==> config.mk <==
export PLATFORM = sky130hd
export DESIGN_NAME = clk_en_frac
export DESIGN_NICKNAME = d
export VERILOG_FILES = /design/src/rtl/clk_en_frac.sv
export SDC_FILE = /design/constraint.sdc
export NUM_CORES = 1
export LEC_CHECK = 0
export CELL_PAD_IN_SITES_DETAIL_PLACEMENT = 1
export CELL_PAD_IN_SITES_GLOBAL_PLACEMENT = 2
export CORE_MARGIN = 1
export CORE_UTILIZATION = 23
export DETAILED_ROUTE_END_ITERATION = 7
export DONT_BUFFER_PORTS = 1
export GPL_ROUTABILITY_DRIVEN = 0
export PLACE_DENSITY_LB_ADDON = 0.1
export SLEW_MARGIN = 40
export SYNTH_ARGS = -nofsm -noshare
export SYNTH_HDL_FRONTEND = slang
export SYNTH_SLANG_ARGS = --single-unit
==> constraint.sdc <==
create_clock -name clk -period 4.1 [get_ports clk]
set_clock_uncertainty 0.15 [all_clocks]
set_input_delay 0.615 -clock clk [delete_from_list [all_inputs] [get_ports clk]]
set_output_delay 0.615 -clock clk [all_outputs]
set_load 0.01 [all_outputs]
==> src/rtl/clk_en_frac.sv <==
// Fractional-N clock-enable generator: mean period INT + FRAC/2^FRAC_W clk cycles,
// runtime-reprogrammable at tick boundaries, with a secondary enable every SUB_DIV ticks.
module clk_en_frac #(
  parameter int unsigned INT_W    = 8,
  parameter int unsigned FRAC_W   = 16,
  parameter int unsigned DEF_INT  = 50,
  parameter int unsigned DEF_FRAC = 49063,
  parameter int unsigned SUB_DIV  = 8
) (
  input  logic              clk,
  input  logic              reset,
  input  logic              run,
  input  logic              sync_clr,
  input  logic [INT_W-1:0]  cfg_int,
  input  logic [FRAC_W-1:0] cfg_frac,
  input  logic              cfg_load,
  output logic              cfg_busy,
  output logic              clk_en_out,
  output logic              sub_en_out
);

  localparam int unsigned SUB_W = (SUB_DIV > 1) ? $clog2(SUB_DIV) : 1;

  logic [INT_W-1:0]  cnt_q, cnt_d;
  logic [FRAC_W-1:0] acc_q, acc_d;
  logic [SUB_W-1:0]  sub_cnt_q, sub_cnt_d;
  logic [INT_W-1:0]  int_q, int_d;
  logic [FRAC_W-1:0] frac_q, frac_d;
  logic              pend_q, pend_d;
  logic [INT_W-1:0]  pend_int_q, pend_int_d;
  logic [FRAC_W-1:0] pend_frac_q, pend_frac_d;
  logic              en_q, en_d;
  logic              sub_q, sub_d;
  logic [FRAC_W:0]   acc_sum;

  // A zero integer divisor behaves as 1; returns (effective divisor - 1).
  function automatic logic [INT_W-1:0] eff_m1(input logic [INT_W-1:0] v);
    return (v == '0) ? '0 : v - 1'b1;
  endfunction

  assign acc_sum = {1'b0, acc_q} + {1'b0, frac_q};

  always_comb begin
    cnt_d       = cnt_q;
    acc_d       = acc_q;
    sub_cnt_d   = sub_cnt_q;
    int_d       = int_q;
    frac_d      = frac_q;
    pend_d      = pend_q;
    pend_int_d  = pend_int_q;
    pend_frac_d = pend_frac_q;
    en_d        = 1'b0;
    sub_d       = 1'b0;

    if (sync_clr) begin
      cnt_d     = '0;
      acc_d     = '0;
      sub_cnt_d = '0;
      if (pend_q) begin
        int_d  = pend_int_q;
        frac_d = pend_frac_q;
        pend_d = 1'b0;
      end
    end else if (run) begin
      if (cnt_q != '0) begin
        cnt_d = cnt_q - 1'b1;
      end else begin
        en_d = 1'b1;
        if (pend_q) begin
          int_d  = pend_int_q;
          frac_d = pend_frac_q;
          acc_d  = '0;
          cnt_d  = eff_m1(pend_int_q);
          pend_d = 1'b0;
        end else begin
          // Accumulator overflow stretches this period by one cycle.
          acc_d = acc_sum[FRAC_W-1:0];
          cnt_d = eff_m1(int_q) + {{(INT_W-1){1'b0}}, acc_sum[FRAC_W]};
        end
        if (sub_cnt_q == '0) begin
          sub_d     = 1'b1;
          sub_cnt_d = SUB_W'(SUB_DIV - 1);
        end else begin
          sub_cnt_d = sub_cnt_q - 1'b1;
        end
      end
    end

    // A load coinciding with an apply stays pending for the next tick.
    if (cfg_load) begin
      pend_d      = 1'b1;
      pend_int_d  = cfg_int;
      pend_frac_d = cfg_frac;
    end
  end

  always_ff @(posedge clk or posedge reset) begin
    if (reset) begin
      cnt_q       <= '0;
      acc_q       <= '0;
      sub_cnt_q   <= '0;
      int_q       <= INT_W'(DEF_INT);
      frac_q      <= FRAC_W'(DEF_FRAC);
      pend_q      <= 1'b0;
      pend_int_q  <= '0;
      pend_frac_q <= '0;
      en_q        <= 1'b0;
      sub_q       <= 1'b0;
    end else begin
      cnt_q       <= cnt_d;
      acc_q       <= acc_d;
      sub_cnt_q   <= sub_cnt_d;
      int_q       <= int_d;
      frac_q      <= frac_d;
      pend_q      <= pend_d;
      pend_int_q  <= pend_int_d;
      pend_frac_q <= pend_frac_d;
      en_q        <= en_d;
      sub_q       <= sub_d;
    end
  end

  assign cfg_busy   = pend_q;
  assign clk_en_out = en_q;
  assign sub_en_out = sub_q;

endmodule

==> qor.csv <==
metric,value,unit
status,"finished, violations left",
failing checks,hold timing,
reg2reg setup slack,0.33,ns
Synth Warn #,0,
max-cap viol count,0,
die area,0.02061,sq mm
core footprint,0.01953,sq mm
starting density of the core,0.2360,
drt initial violations,99,
Worst-Margin Slew,0.6431,ns
drt via density,4.681,
PwrDens,689.6,mW/mm^2
Setup-failing EPs final,0,
WP data required,4.18,ns
IO Pins,32,
Comb power frac,0.370,
GR Overflow Total,0,
FF-to-FF End,cnt_q[3]$_DFFE_PP0P_,
Area Growth Syn to Fin,15.97,%
Die H,143.5,um
largest net degree at the start of global routing,56,
"critical path fanouts, max",4,
clock buffer depth,2,
die width,143.5,um
final hold slack,-0.003958,ns
Syn Inst Count,445,
Max VDD drop,0.0002116,V
Synth Flop Type,dfrtp_1,
Leakage,2.232,nW
Arrival @ worst endpoint,3.85,ns
Sw Pwr,1.329,mW
Clock Sinks,78,
dominant cells by area after synthesis,"dfrtp_1 34%, mux2_2 10%, dfstp_2 8.6%, ha_1 7.3%, o21ai_0 3.1%",
Max Slew Vio Count,0,
critical path start-end classification,flop to flop,
count of distinct cell types in the synthesized netlist,65,
Mean Syn Cell Area,10.36,sq um
drt first pass iters,4,
Worst Reg-to-Reg Cells,16,
final wirelength,12.27,mm
via count,3347,
H-tree depth,3,
clk slew on worst S/H paths,0.06,ns
Clock power frac,0.287,
ant diodes,0,
Worst setup SP type,flop,
most common cell in the synthesized netlist,dfrtp_1,
final core occ,0.2737,
nets@finish,503,
R2R Path Start,frac_q[0]$_DFFE_PP1P_,
synthesized flop and latch total,78,
proportion of synthesized chip area in sequential cells,0.4276,
Yosys top cell area share,0.3421,
CTS tree,yes,
fraction of layout cells with a size suffix above 1,0.2133,
FMAX,0.2654,GHz
GRT Overall Usage,0.1307,
final hold violation count,3,
IO Port Bufs,0,
Min-Delay Path Class,input pin to asynchronous set/reset pin,
max_slew headroom,0.5712,
dpl hpwl,8.796,mm
first-pass GRT wire length,20.10,mm
num rows,51,
Crit. End Element,flop,
Mapped Area,0.004608,sq mm
ANT nets after route,0,
"FFs w/ async S/R, synth",1.000,
Num CTS Buffers,9,
clock root buffer,clkbuf_16,
number of synthesized flops with an enable pin,0,
vias in the first global route,3590,
period utilization,0.9190,
initial antenna violation count,0,
top post-synthesis cells by count,"63 x dfrtp_1, 42 x mux2_2, 29 x o21ai_0",
# DRC,0,
final worst path period need,3.768,ns
Synth area leader,dfrtp_1,
Seq pwr share,0.343,
switch share,0.3607,
setup repair after global routing missed its margin,no,
worst skew pair latency,0.35,ns
"Net Count, Synth",502,
Cell Int Power,2.356,mW
DR WL/cell,17.16,um
Setup TNS Final,0,ns
-- per-layer routing --
metal / track usage / share of wire
met1: 0.1819 / 0.52
met3: 0.02999 / 0.028
met5: 0 / 0
met4: 0.03863 / 0.010
met2: 0.2001 / 0.44
-- how the worst max path moves through the flow --
stage,startpoint,slack (ns),endpoint,cells past startpoint
final,frac_q[0]$_DFFE_PP1P_,0.33,cnt_q[3]$_DFFE_PP0P_,16
after floorplan,frac_q[0]$_DFFE_PP1P_,0.63,cnt_q[3]$_DFFE_PP0P_,16
after CTS,frac_q[0]$_DFFE_PP1P_,0.08,cnt_q[3]$_DFFE_PP0P_,16
after global routing,frac_q[0]$_DFFE_PP1P_,0.01,cnt_q[3]$_DFFE_PP0P_,16
after global placement,frac_q[0]$_DFFE_PP1P_,0.25,cnt_q[3]$_DFFE_PP0P_,16
after detailed placement,frac_q[0]$_DFFE_PP1P_,0.12,cnt_q[3]$_DFFE_PP0P_,16
-- registers in the layout, summed over array words and instances (netlist names) --
name         count
sub_en_out       1
acc_q           16
clk_en_out       1
sub_cnt_q        3
frac_q          16
pend_int_q       8
cfg_busy         1
cnt_q            8
pend_frac_q     16
int_q            8
-- metrics by stage --
step	cells	area, sq um	total power [mW]	worst slack [ns]
2_1_floorplan	445	4608	2.268	0.6325
3_5_place_dp	699	4920	2.651	0.1174
3_3_place_gp	699	4910	2.640	0.2534
4_1_cts	714	5304	3.743	0.08009
6_report	715	5344	3.685	0.3321
5_1_grt	715	5344	3.979	0.01092
-- critical path, cell delays in order, from the launching register on --
cell and delay (ns):
dfstp_2 0.53, ha_1 0.18, inv_1 0.07, fa_1 0.38
nand2b_1 0.21, a211o_1 0.32, a31oi_2 0.21, nor3_2 0.08
o21ai_0 0.16, a21o_1 0.16, ha_1 0.15, nor2b_4 0.18
mux2i_1 0.10, a22oi_1 0.23, mux2i_1 0.22, o221ai_1 0.14
and3_1 0.19
-- power by group through the flow --
| stage | Combinational, mW | Sequential [mW] | Clock [mW] |
|---|---|---|---|
| 2_1_floorplan | 1.12 | 1.15 | 0 |
| 3_3_place_gp | 1.37 | 1.28 | 0 |
| 3_5_place_dp | 1.37 | 1.28 | 0 |
| 4_1_cts | 1.38 | 1.27 | 1.09 |
| 5_1_grt | 1.55 | 1.30 | 1.12 |
| 6_report | 1.36 | 1.26 | 1.06 |
-- cell usage in the layout, fill, tap and decap left out, types with 3 or more instances in the layout --
| master | n |
|---|---|
| or3_1 | 4 |
| buf_4 | 5 |
| dfstp_2 | 15 |
| mux2i_1 | 8 |
| o21a_1 | 4 |
| a32o_1 | 3 |
| o221ai_1 | 4 |
| nor3_1 | 14 |
| inv_1 | 22 |
| nand2b_1 | 11 |
| a21o_1 | 12 |
| nand3_1 | 8 |
| ha_1 | 27 |
| a21oi_1 | 24 |
| bufinv_16 | 5 |
| o21ai_0 | 29 |
| xnor2_1 | 8 |
| dfrtp_1 | 63 |
| a31oi_1 | 5 |
| nor2b_1 | 5 |
| or2_2 | 3 |
| xor2_1 | 9 |
| mux2_2 | 42 |
| nor2_1 | 23 |
| and2_1 | 4 |
| clkbuf_16 | 9 |
| nand2_1 | 25 |
| and3_1 | 5 |
-- final cells by class --
class,count,area [sq um]
fillers,2235,14180
repair buffers,6,57.56
clock inverters,6,158.9
well taps,265,331.6
clock buffers,9,225.2
flip-flops and latches,78,1971
multi-input cells,328,2512
inverters,23,87.58
-- logic make-up after synthesis --
logic type,share of synthesized area
fa+ha+maj,0.07765
flops,0.4276
compound gates,0.1569
simple gates,0.1464
xor+xnor,0.03231
mux,0.1249
buf+inv,0.03421
-- repair_timing --
item / in CTS / in global routing
setup endpoints to repair: 0 / 4
buffers inserted: 0 / 0
hold buffers: 0 / 0
resized for setup: 0 / 5
Power figures use the tool's default switching activity.
